File: src/rtl/mb_scan_gen.sv
// mb_scan_gen: raster-order 4x4 block coordinate sequencer feeding the
// intraloop stage. Emits {row, col} with valid/ready handshake, first/last
// markers, start/abort control and a one-cycle frame-done pulse.
module mb_scan_gen #(
   parameter int unsigned WIDTH  = 720,
   parameter int unsigned LENGTH = 1280,
   parameter int unsigned BLK    = 4
) (
   input  logic        clk,
   input  logic        reset,
   input  logic        start,
   input  logic        abort,
   input  logic        mb_ready,
   output logic        mb_valid,
   output logic [31:0] mbnumber,
   output logic        first_blk,
   output logic        last_blk,
   output logic        busy,
   output logic        frame_done,
   output logic [31:0] blk_count
);

   typedef enum logic [1:0] {
      S_IDLE,
      S_RUN,
      S_DONE
   } state_t;

   localparam logic [15:0] COL_LAST = 16'(WIDTH - BLK);
   localparam logic [15:0] ROW_LAST = 16'(LENGTH - BLK);
   localparam logic [15:0] STEP     = 16'(BLK);

   state_t      state;
   state_t      state_nxt;
   logic [15:0] row;
   logic [15:0] col;
   logic        xfer;
   logic        at_col_last;
   logic        at_last;
   logic        launch;

   // Handshake decode, next-state selection and output decodes.
   always_comb begin
      state_nxt   = state;
      xfer        = (state == S_RUN) && mb_ready;
      at_col_last = (col == COL_LAST);
      at_last     = at_col_last && (row == ROW_LAST);
      launch      = (state == S_IDLE) && start && !abort;
      mb_valid    = (state == S_RUN);
      busy        = (state == S_RUN);
      frame_done  = (state == S_DONE);
      mbnumber    = {row, col};
      first_blk   = mb_valid && (row == '0) && (col == '0);
      last_blk    = mb_valid && at_last;
      case (state)
         S_IDLE:  if (launch) state_nxt = S_RUN;
         S_RUN: begin
            if (abort)                state_nxt = S_IDLE;
            else if (xfer && at_last) state_nxt = S_DONE;
         end
         S_DONE:  state_nxt = S_IDLE;
         default: state_nxt = S_IDLE;
      endcase
   end

   // State register.
   always_ff @(posedge clk or negedge reset) begin
      if (!reset) state <= S_IDLE;
      else        state <= state_nxt;
   end

   // Coordinate stepping and transfer count; the final coordinate is held
   // after the last transfer rather than stepping past the frame.
   always_ff @(posedge clk or negedge reset) begin
      if (!reset) begin
         row       <= '0;
         col       <= '0;
         blk_count <= '0;
      end else if (launch) begin
         row       <= '0;
         col       <= '0;
         blk_count <= '0;
      end else if (xfer) begin
         blk_count <= blk_count + 32'd1;
         if (!at_last) begin
            if (at_col_last) begin
               col <= '0;
               row <= row + STEP;
            end else begin
               col <= col + STEP;
            end
         end
      end
   end

endmodule

File: config.mk
export PLATFORM = sky130hd
export DESIGN_NAME = mb_scan_gen
export DESIGN_NICKNAME = d
export VERILOG_FILES = /design/src/rtl/mb_scan_gen.sv
export SDC_FILE = /design/constraint.sdc
export NUM_CORES = 1
export LEC_CHECK = 0
export BUFFER_PORTS_ARGS = -buffer_cell sky130_fd_sc_hd__buf_2
export CAP_MARGIN = 5
export CORE_MARGIN = 4
export CORE_UTILIZATION = 53
export CTS_CLUSTER_SIZE = 24
export DETAILED_ROUTE_END_ITERATION = 8
export PLACE_DENSITY = 0.78
export SLEW_MARGIN = 20
export SYNTH_ARGS = -nofsm -noshare
export SYNTH_HDL_FRONTEND = slang
export SYNTH_SLANG_ARGS = --single-unit
File: constraint.sdc
create_clock -name clk -period 3.5 [get_ports clk]
set_input_delay 0.175 -clock clk [delete_from_list [all_inputs] [get_ports clk]]
set_output_delay 0.175 -clock clk [all_outputs]
set_load 0.01 [all_outputs]
Yosys cells after proc, flatten, opt, wreduce, memory -nomap -nowiden
Index checks and enable logic that the tools add are counted.
{"block": "word_totals", "reg_bits": 66, "latch_bits": 0, "ram_bits": 0, "mem_bits_ro": 0, "inputBits": 5, "output_inout_bits": 69, "word_cells": 45, "memories": 0}
{"block": "classes", "n_addsub": 3, "multipliers": 0, "div_mod_pow": 0, "magnitude_cmp": 0, "n_eq_ne": 7, "shift": 0, "muxes": 14, "bitwise_logic": 0, "reduce_logical": 17}
{"cell": "2-to-1 mux 16 bit", "count": 8}
{"cell": "2-to-1 mux 32 bit", "count": 2}
{"cell": "adder 16 x 3 -> 16 bit, second input constant", "count": 2}
{"cell": "adder 32 x 1 -> 32 bit, second input constant", "count": 1}
{"cell": "zero test 16 bit", "count": 2}
{"cell": "== test 16 x 10 -> 1 bit, second input constant", "count": 1}
{"cell": "== test 16 x 11 -> 1 bit, second input constant", "count": 1}
{"cell": "logical AND 1 bit", "count": 8}
{"cell": "2-to-1 mux 2 bit", "count": 3}
{"cell": "one-hot mux 2 bit (2 select lines)", "count": 1}
{"cell": "AND reduction 2 bit", "count": 2}
{"cell": "nonzero test 2 bit", "count": 2}
{"cell": "!= test 3 x 2 -> 1 bit, second input constant", "count": 1}
{"cell": "AND reduction 3 bit", "count": 1}
{"cell": "== test 2 x 1 -> 1 bit, second input constant", "count": 1}
{"cell": "== test 2 bit, second input constant", "count": 1}
{"cell": "zero test 2 bit", "count": 1}
{"cell": "!= test 2 x 1 -> 1 bit, second input constant", "count": 1}
{"cell": "!= test 2 bit, second input constant", "count": 1}
{"cell": "zero test 1 bit", "count": 1}

Depth between registers and ports, before layout
Gate-level depths: netlist (run 1).
{"block": "logic_depth", "ltp_word": 6, "mapped_depth": 8, "mapped_depth_nobuf": 6}

Worst setup path before layout (run 1)
Ideal clock, no wire load.
{"block": "synth_timing", "path_type": "register to register", "startpoint": "register col[5]", "endpoint": "register row[7]", "setup_time_ns": 0.078, "arrival_time_ns": 2.474, "t_required_ns": 3.422, "slack_ns": 0.948, "path_stages_with_launch": 7, "path_buffers": 1, "synth_period_minus_slack_ns": 2.552, "path_cell_list": "dfrtp_1 or4_4 or4_4 or3_1 buf_2 or3_1 a21oi_1"}
{"block": "synth_between", "elab_chain_len": 4, "word_cells_on_any_way": 5, "cone_classes": "eq/ne: 2; reduce/logical: 3"}
{"item": "from (decl)", "line": "36", "text": "logic [15:0] col;"}
{"item": "from (signal assigned)", "line": "90", "text": "col <= col + STEP;"}
{"item": "== test 16 x 10 -> 1 bit (*)", "line": "46", "text": "at_col_last = (col == COL_LAST);"}
{"item": "logical AND 1 bit", "line": "47", "text": "at_last = at_col_last && (row == ROW_LAST);"}
{"item": "!= test 2 x 1 -> 1 bit (no source line)"}
{"item": "AND reduction 3 bit (no source line) (*)"}
{"item": "to (signal assigned)", "line": "88", "text": "row <= row + STEP;"}
{"item": "to (decl)", "line": "35", "text": "logic [15:0] row;"}
Mark *: on every way between the ends. The rest lies on a longest branch, timed or not.
A chain may end at the register's enable or synchronous reset.

Worst setup path in the final report (run 1)
{"block": "layout_timing", "startpoint": "register col[5]", "endpoint": "register row[9]"}
Same word-level chain as after synthesis.

==> results of run 1 <==
-- sequential cells by signal, indices dropped and copies added, names as in the netlist --
register	flops
col	14
state	2
blk_count	32
row	14
-- worst paths after layout --
path	start	endpoint	slack (ns)	cells after the start
max	col[5]$_DFFE_PN0P_	row[9]$_DFFE_PN0P_	0.75	5
min	reset	blk_count[7]$_DFFE_PN0P_	-0.01	1
max reg2reg	col[5]$_DFFE_PN0P_	row[9]$_DFFE_PN0P_	0.75	5
min reg2reg	blk_count[15]$_DFFE_PN0P_	blk_count[15]$_DFFE_PN0P_	0.56	2
max in group asynchronous	reset	col[7]$_DFFE_PN0P_	2.67	2
min in group clk	abort	state[1]$_DFFE_PN0P_	0.06	2
-- metrics by stage --
stage / total power, mW / cells
6_report: 1.703 / 509
5_1_grt: 1.776 / 509
4_1_cts: 1.714 / 509
3_5_place_dp: 0.9322 / 493
3_3_place_gp: 0.9263 / 493
2_1_floorplan: 0.8674 / 364
-- worst reg2reg max path, stage by stage (launching register included) --
cell and delay [ns]:
dfrtp_1 0.45, or4_4 0.56, or4_4 0.61, or3_1 0.52
or3_1 0.38, a21oi_1 0.15
-- synth_stat cells, types with 2 or more instances --
library cell / number
xor2_1: 27
nor4b_1: 2
and3_1: 11
a31oi_1: 2
inv_1: 8
o2bb2ai_1: 2
dfrtp_1: 62
clkbuf_1: 14
ha_1: 5
o31ai_1: 2
and2_1: 6
a21oi_1: 8
a211o_1: 3
nand2b_1: 2
xnor2_1: 15
and4_1: 12
buf_4: 5
nor4_1: 12
or3_1: 5
nand4_1: 21
nand2_1: 23
o21ai_0: 6
nor2_1: 56
nor3_1: 10
nand3_1: 20
or4_4: 2
-- cell families (layout without fill, tap and decap cells) --
kind of cell / after synthesis / count (layout) / share of synthesized area
AND/OR/NAND/NOR: 191 / 191 / 0.3061
flip-flops: 62 / 62 / 0.4623
XOR/XNOR: 42 / 42 / 0.1096
AO/OA/AOI/OAI: 29 / 29 / 0.05742
buffers and inverters: 29 / 99 / 0.03840
adder cells (fa/ha/maj): 5 / 5 / 0.01864
multiplexers: 2 / 2 / 0.006338
other: 1 / 4 / 0.001117
-- report_power, final --
part / total (mW) / internal, mW / switching, mW
Clock: 0.786 / 0.494 / 0.292
Sequential: 0.770 / 0.737 / 0.0325
Combinational: 0.147 / 0.0540 / 0.0930
Total: 1.70 / 1.29 / 0.417
-- layer usage --
| layer | up-vias | track usage |
|---|---|---|
| li1 | 1412 | - |
| met1 | 1495 | 0.3337 |
| met2 | 103 | 0.3671 |
| met3 | 15 | 0.04798 |
| met4 | 0 | 0.09205 |
| met5 | - | 0 |
-- cell usage in the layout, fill, tap and decap left out, drive strengths merged, types with 4 or more instances in the layout --
| cell type | n |
|---|---|
| nand4 | 21 |
| nand2 | 23 |
| inv | 8 |
| nand3 | 20 |
| xnor2 | 15 |
| ha | 5 |
| nor2 | 56 |
| buf | 75 |
| and2 | 6 |
| and3 | 11 |
| a21oi | 8 |
| clkbuf | 11 |
| o21ai | 6 |
| or3 | 5 |
| and4 | 12 |
| xor2 | 27 |
| conb | 4 |
| dfrtp | 62 |
| nor3 | 10 |
| nor4 | 13 |
-- cell type report --
| class | count | area share |
|---|---|---|
| inverter | 8 | 0.007495 |
| tap | 75 | 0.02342 |
| clock inverter | 5 | 0.02655 |
| timing repair buffer | 75 | 0.09744 |
| multi-input combinational | 273 | 0.4225 |
| clock buffer | 11 | 0.03529 |
| sequential | 62 | 0.3873 |
==> flow_metrics.py, run 1 <==
metrics = {
    "cts": {
        "cts_resized": 0,
        "cts_hold_buf": 0,
        "cts_made_buffers": 9,
        "clkLatencyLatePin_ns": 0.34,
        "cts_tree": "built",
        "htree_levels": 3,
        "cts_setup_buffers": 0,
        "root_buffer": "clkbuf_8",
        "path_clk_slew_ns": 0.07,
        "clockBufferDepth": 2,
        "clock-sinks": 62,
    },
    "grt": {
        "antenna_found_initial": 0,
        "grt_pass1_vias": 2899,
        "grt_max_degree": 49,
        "grtUsageTotal": 0.2386,
        "gr-total-overflow": 0,
        "grt_pass1_wl_um": 14290,
    },
    "place": {
        "hpwlAfterDp_um": 5639,
        "routabilityCongestion": 0.9074,
        "dp_slack_ns": 0.7767,
        "placed_cell_area_um2": 3759,
        "port_buffers": 69,
    },
    "layout": {
        "regArea_um2": 1551,
        "utilization": 0.6649,
        "layout-drive-gt1-share": 0.2258,
        "final_cell_area_um2": 4006,
        "diodes": 0,
        "area.growth.synth_to_final_pct": 19.39,
        "fill_cells": 496,
        "multi_input_area_um2": 1693,
        "nNetsFinal": 439,
    },
    "critical_path": {
        "critPathMaxStageDelay_ns": 0.61,
        "cp_data_arrival_time_ns": 3.01,
        "crit_family": "simple AND/OR/NAND/NOR gates",
        "path_cells": "or4_4, or4_4, or3_1, or3_1, a21oi_1",
        "cpMaxStageDelayCell": "or4_4",
        "crit_fanout": 12,
        "worstPathRequired_ns": 3.75,
        "cp-start-kind": "register",
        "crit_path_end_kind": "register",
        "critical_path_class": "reg -> reg",
        "crit_buf_inv": 0,
    },
    "timing": {
        "timing.setup.tns_ns": 0,
        "max_freq_mhz": 363.1,
        "slew_violations": 0,
        "setup_violations": 0,
        "worst_slack_ns": 0.7458,
        "final.min_clock_period_ns": 2.754,
        "hold_viol": 31,
        "relSlewSlack": 0.3681,
        "fin_skew_ns": 0.007554,
        "rsz0062_at_grt": "no",
        "tightest_slew_ns": 0.9479,
        "hold_ws_ns": -0.01010,
        "fin_crit_sh": 0.7869,
    },
    "logic_synthesis": {
        "synth_edf_count": 0,
        "synth_top_area_share": 0.4623,
        "syn_inst": 361,
        "synth_cell_types": 46,
        "ys_ff_latch": 62,
        "syn_area_um2": 3356,
        "synth_top_area_cell": "dfrtp_1",
        "synthFlopType": "dfrtp_1",
        "yosysWarnings": 0,
        "avgSynthCellArea_um2": 9.296,
        "synthArstFlopShare": 1.000,
        "seq_area_frac_synth": 0.4623,
        "synth_area_leaders": "dfrtp_1, xor2_1, nor2_1, nand4_1, xnor2_1",
    },
    "die": {
        "die_height_um": 87.57,
        "dieArea_um2": 7669,
        "row_count": 28,
        "initial_core_util": 0.5569,
        "die_w_um": 87.57,
        "ios": 74,
        "core_um2": 6026,
    },
    "detailed_routing": {
        "ant_nets": 0,
        "wl_met3_um": 456,
        "num_vias": 3025,
        "topRoutingLayerUsed": "met4",
        "routed_wl_um": 8346,
        "wl_met2_um": 3995,
        "firstDrtPassIters": 5,
        "routedWlPerCell_um": 16.40,
        "wirelength_met1_um": 3752,
        "post-route-drc-count": 0,
        "viasPerCell": 5.943,
        "initialDrtViolationCount": 278,
    },
    "status": {
        "status": "complete, but fails checks",
        "violations": "negative hold slack",
    },
    "power_and_ir_drop": {
        "leakage_nw": 2.018,
        "ir_drop_mv": 0.3227,
        "power_density_nw_per_um2": 425.0,
    },
    "flow_run": {
        "cap_violations": 0,
    },
    "worst_hold_path": {
        "hp-class": "in -> async",
    },
}
No activity file was read; power rests on OpenSTA's default activity.
==> run 2, diff against run 1 <==
- clock period: 3.5 -> 2.8 ns (I/O delays scaled with it)
==> flow_metrics.py, run 2 (synthesis gave the netlist of run 1 again) <==
metrics = {
    "timing": {
        "setup_violations": 0,
        "tightest_slew_ns": 0.7869,
        "hold_viol": 41,
        "fin_crit_sh": 0.9534,
        "hold_ws_ns": -0.02414,
        "final.min_clock_period_ns": 2.670,
        "timing.setup.tns_ns": 0,
        "rsz0062_at_grt": "no",
        "relSlewSlack": 0.4754,
        "slew_violations": 0,
        "max_freq_mhz": 374.6,
        "fin_skew_ns": 0.007075,
    },
    "layout": {
        "largest_register_ffs": 32,
        "layout-drive-gt1-share": 0.2311,
        "nNetsFinal": 443,
        "fill_cells": 504,
        "regMostFlops": "blk_count",
        "final_common_cell": "buf_2",
        "area.growth.synth_to_final_pct": 18.53,
        "regArea_um2": 1551,
        "multi_input_area_um2": 1693,
        "reg.largest.list": "blk_count x32, col x14, row x14",
        "diodes": 0,
        "layout.cells.non_filler": 512,
        "final_cell_mix": "buf_2, dfrtp_1, nor2_1, xor2_1, nand2_1",
    },
    "place": {
        "port_buffers": 69,
        "place_inst": 497,
        "hpwlAfterDp_um": 5760,
        "routabilityCongestion": 0.8619,
    },
    "power_and_ir_drop": {
        "leakage_nw": 2.013,
        "pwr-share-seq": 0.504,
        "internal_power_mw": 1.418,
        "p_total_mw": 1.908,
        "power.switching_mw": 0.4895,
        "power_density_nw_per_um2": 479.6,
        "switching_share": 0.2566,
        "pwr-share-clk": 0.399,
        "ir_drop_mv": 0.3721,
        "combPwrFrac": 0.097,
    },
    "die": {
        "dieArea_um2": 7669,
        "row_count": 28,
        "die_w_um": 87.57,
        "core_um2": 6026,
        "die_height_um": 87.57,
        "ios": 74,
        "initial_core_util": 0.5569,
    },
    "cts": {
        "htree_levels": 3,
        "clockBufferDepth": 2,
        "cts_setup_buffers": 0,
        "clkLatencyLatePin_ns": 0.33,
        "clock-sinks": 62,
        "cts_resized": 0,
        "path_clk_slew_ns": 0.07,
        "cts_made_buffers": 9,
        "cts_hold_buf": 0,
        "cts_tree": "built",
        "root_buffer": "clkbuf_8",
    },
    "critical_path": {
        "cp_data_arrival_time_ns": 2.92,
        "reg2reg_depth": 5,
        "reg2reg_from": "col[5]$_DFFE_PN0P_",
        "r2r_slack_ns": 0.13,
        "reg2reg_to": "row[9]$_DFFE_PN0P_",
        "crit_path_end_kind": "register",
        "critical_path_class": "reg -> reg",
        "cp-start-kind": "register",
        "worstPathRequired_ns": 3.05,
        "crit_fanout": 10,
    },
    "status": {
        "status": "complete, but fails checks",
        "violations": "negative hold slack",
    },
    "grt": {
        "gr-total-overflow": 0,
        "grtUsageTotal": 0.2259,
        "antenna_found_initial": 0,
        "grt_max_degree": 63,
        "grt_pass1_vias": 2888,
        "grt_pass1_wl_um": 13780,
    },
    "detailed_routing": {
        "num_vias": 2988,
        "initialDrtViolationCount": 204,
        "ant_nets": 0,
        "routedWlPerCell_um": 16.07,
        "viasPerCell": 5.836,
        "firstDrtPassIters": 5,
        "routed_wl_um": 8228,
        "post-route-drc-count": 0,
    },
    "worst_hold_path": {
        "hp-class": "in -> async",
    },
    "flow_run": {
        "cap_violations": 0,
    },
}
-- run 2: changes by cell type in the layout (fill, tap and decap cells not counted), sizes merged --
| cell | delta |
|---|---|
| buf | +4 |
| bufinv | -2 |
| clkinv | +1 |
-- run 2: layout make-up --
class,instances,area share
Timing Repair Buffer,79,0.1057
Clock inverter,4,0.01195
Clock buffer,11,0.03555
Multi-Input combinational cell,273,0.4256
Inverter,8,0.007550
Sequential cell,62,0.3901
Tap cell,75,0.02359
-- run 2: worst max path at each step --
stage	from	to	slack [ns]	depth (start not counted)
5_1_grt	col[5]$_DFFE_PN0P_	row[9]$_DFFE_PN0P_	0.05	5
2_1_floorplan	col[5]$_DFFE_PN0P_	row[7]$_DFFE_PN0P_	0.25	6
3_3_place_gp	col[5]$_DFFE_PN0P_	row[7]$_DFFE_PN0P_	0.23	5
3_5_place_dp	col[5]$_DFFE_PN0P_	row[9]$_DFFE_PN0P_	0.14	5
4_1_cts	col[5]$_DFFE_PN0P_	row[9]$_DFFE_PN0P_	0.14	5
6_report	col[5]$_DFFE_PN0P_	row[9]$_DFFE_PN0P_	0.13	5
-- run 2: metrics by stage --
stage | area (um^2) | setup slack (ns) | util | hold slack, ns
CTS | 3978 | 0.1439 | 0.6601 | 0.001085
global route | 3978 | 0.04737 | 0.6601 | 0.04592
global placement | 3789 | 0.2305 | 0.6287 | 0.3609
detailed placement | 3789 | 0.1424 | 0.6287 | 0.3598
finish | 3978 | 0.1304 | 0.6601 | -0.02414
floorplan | 3367 | 0.2483 | - | -0.1556
-- run 2: worst max-delay path, stage by stage, from the launching register on --
cell and delay (ns):
dfrtp_1 0.45, or4_4 0.56, or4_4 0.53, or3_1 0.50, or3_1 0.40, a21oi_1 0.15
-- run 2: power by group through the flow --
stage	clock network [mW]	registers, mW	logic, mW
after floorplan	0	0.983	0.101
after global placement	0	0.977	0.185
after detailed placement	0	0.978	0.187
after CTS	0.781	0.961	0.187
after global routing	0.823	0.965	0.209
final	0.761	0.962	0.185
-- run 2: routing by layer --
metal / part of all wire / up-vias / track usage
met1: 0.45 / 1450 / 0.3109
met2: 0.47 / 105 / 0.3555
met3: 0.074 / 9 / 0.05644
li1: - / 1424 / -
met4: 0.010 / 0 / 0.06555
met5: 0 / - / 0
==> run 3, diff against run 2 <==
- ABC_AREA: unset -> 1
- PLACE_DENSITY: 0.78 -> 0.76
==> flow_metrics.py, run 3 <==
metrics = {
    "detailed_routing": {
        "viasPerCell": 5.277,
        "routedWlPerCell_um": 13.58,
        "firstDrtPassIters": 5,
        "ant_nets": 0,
        "post-route-drc-count": 0,
        "routed_wl_um": 10590,
        "initialDrtViolationCount": 287,
        "num_vias": 4116,
    },
    "die": {
        "die_w_um": 95.53,
        "die_height_um": 95.53,
        "initial_core_util": 0.5538,
        "dieArea_um2": 9125,
        "core_um2": 7331,
        "ios": 74,
        "row_count": 31,
    },
    "grt": {
        "use_met3": 0.03710,
        "grt_pass1_vias": 3793,
        "gr-total-overflow": 0,
        "met2_usage": 0.3914,
        "grt-busiest-layer": "met2",
        "antenna_found_initial": 0,
        "grt_max_degree": 49,
        "grt_pass1_wl_um": 17790,
        "grt_use_met1": 0.3458,
        "grtUsageTotal": 0.2465,
    },
    "timing": {
        "final.min_clock_period_ns": 2.010,
        "relSlewSlack": 0.5909,
        "hold_viol": 0,
        "fin_skew_ns": 0.009774,
        "slew_violations": 0,
        "setup_violations": 0,
        "fin_crit_sh": 0.7179,
        "rsz0062_at_grt": "no",
        "max_freq_mhz": 497.5,
        "tightest_slew_ns": 0.6137,
        "worst_slack_ns": 0.7899,
        "timing.setup.tns_ns": 0,
    },
    "layout": {
        "regMostFlops": "blk_count",
        "reg.largest.list": "blk_count x32, col x14, row x14",
        "diodes": 0,
        "final_cell_mix": "nand2_1, nor2_1, buf_2, nand3_1, dfrtp_1",
        "fill_cells": 696,
        "final_common_cell": "nand2_1",
        "layout-drive-gt1-share": 0.1718,
        "largest_register_ffs": 32,
        "regArea_um2": 1551,
        "multi_input_area_um2": 2185,
        "nNetsFinal": 686,
        "area.growth.synth_to_final_pct": 15.56,
        "final_cell_area_um2": 4692,
    },
    "worst_hold_path": {
        "hp-class": "in -> reg",
        "hold_path_startpoint": "abort",
        "hold-path-cell-count": 4,
        "whs_endpoint": "state[1]$_DFFE_PN0P_",
    },
    "cts": {
        "cts_resized": 0,
        "path_clk_slew_ns": 0.07,
        "clockBufferDepth": 2,
        "root_buffer": "clkbuf_8",
        "clkLatencyLatePin_ns": 0.35,
        "cts_setup_buffers": 0,
        "cts_tree": "built",
        "cts_made_buffers": 9,
        "clock-sinks": 62,
        "cts_hold_buf": 0,
        "htree_levels": 3,
    },
    "logic_synthesis": {
        "synth_edf_count": 0,
        "syn_inst": 604,
        "synth_top_area_cell": "dfrtp_1",
        "synthArstFlopShare": 1.000,
        "synth_area_leaders": "dfrtp_1, nand2_1, nor2_1, nand3_1, inv_1",
        "synth.top_cells.by_count": "nand2_1, nor2_1, nand3_1, dfrtp_1, inv_1",
        "synth_top_area_share": 0.3821,
        "synthFlopType": "dfrtp_1",
        "ys_ff_latch": 62,
        "avgSynthCellArea_um2": 6.722,
        "syn_area_um2": 4060,
        "yosysWarnings": 0,
        "yosysMostFrequentCell": "nand2_1",
        "seq_area_frac_synth": 0.3821,
        "synth_cell_types": 38,
    },
    "critical_path": {
        "r2r_slack_ns": 0.79,
        "worstPathRequired_ns": 3.03,
        "crit_path_end_kind": "register",
        "crit_fanout": 15,
        "cp_data_arrival_time_ns": 2.24,
        "reg2reg_depth": 10,
        "critical_path_class": "reg -> reg",
        "reg2reg_from": "row[2]$_DFFE_PN0P_",
        "cp-start-kind": "register",
        "reg2reg_to": "col[6]$_DFFE_PN0P_",
    },
    "status": {
        "status": "completed",
    },
    "flow_run": {
        "cap_violations": 0,
    },
    "place": {
        "hpwlAfterDp_um": 7860,
        "dp_slack_ns": 0.8293,
        "placed_cell_area_um2": 4466,
        "routabilityCongestion": 0.9964,
        "port_buffers": 69,
    },
    "power_and_ir_drop": {
        "power_density_nw_per_um2": 480.0,
        "p_total_mw": 2.252,
        "ir_drop_mv": 0.2689,
        "leakage_nw": 2.518,
    },
}
==> run 3: cell count changes after synthesis, moves of 23 or more <==
cell	delta
nand2_1	+155
nor2_1	+52
nand3_1	+47
inv_1	+46
xor2_1	-23
==> run 3: worst max-delay path by stage <==
stage / from / end / slack, ns / cells past startpoint
floorplan: col[2]$_DFFE_PN0P_ / row[5]$_DFFE_PN0P_ / 1.21 / 9
global placement: row[12]$_DFFE_PN0P_ / col[2]$_DFFE_PN0P_ / 0.88 / 10
detailed placement: row[13]$_DFFE_PN0P_ / col[15]$_DFFE_PN0P_ / 0.83 / 10
CTS: row[3]$_DFFE_PN0P_ / col[6]$_DFFE_PN0P_ / 0.79 / 10
global route: row[3]$_DFFE_PN0P_ / col[6]$_DFFE_PN0P_ / 0.59 / 10
finish: row[2]$_DFFE_PN0P_ / col[6]$_DFFE_PN0P_ / 0.79 / 10
==> run 3: metal layers <==
layer / part of all wire / vias to the layer above
li1: - / 2059
met1: 0.45 / 1909
met2: 0.47 / 138
met3: 0.068 / 10
met4: 0.013 / 0
met5: 0 / -
==> run 3: stage by stage <==
step	hold slack, ns	utilization	instances
after global placement	0.3955	0.6091	763
final	0.08403	0.6400	780
after floorplan	-0.1556	-	607
after CTS	0.04044	0.6383	779
after global routing	0.1186	0.6400	780
after detailed placement	0.4069	0.6091	763
==> run 3: critical path, cell delays in order, from the launching register on <==
cell     delay, ns
dfrtp_1       0.45
ha_1          0.20
nand2_1       0.11
nor2_2        0.17
inv_2         0.07
nor2_4        0.14
nand2_2       0.09
nand2_2       0.24
nand2_1       0.24
nand2_1       0.12
nand2_1       0.06
==> run 3: area by class of cell <==
cell class / count / area share
Multi-Input combinational cell: 468 / 0.4656
Sequential cell: 62 / 0.3307
Timing Repair Buffer: 74 / 0.08267
Inverter: 61 / 0.04907
Clock buffer: 10 / 0.02720
Tap cell: 99 / 0.02640
Clock inverter: 6 / 0.01840
==> run 3: report_power, final <==
group	switching (mW)	internal (mW)
registers	0.0744	0.943
clock network	0.369	0.500
logic	0.227	0.140
total	0.670	1.58
==> run 3: cells by family after synthesis <==
| kind of cell | count (synthesis) | share of synthesized area |
|---|---|---|
| DFF | 62 | 0.3821 |
| xor gates and xnor gates | 7 | 0.01510 |
| AOI/OAI and AO/OA | 45 | 0.06349 |
| adders and majority gates | 5 | 0.01541 |
| other | 1 | 0.0009236 |
| and+or+nand+nor | 407 | 0.4404 |
| buffers and inverters | 77 | 0.08258 |
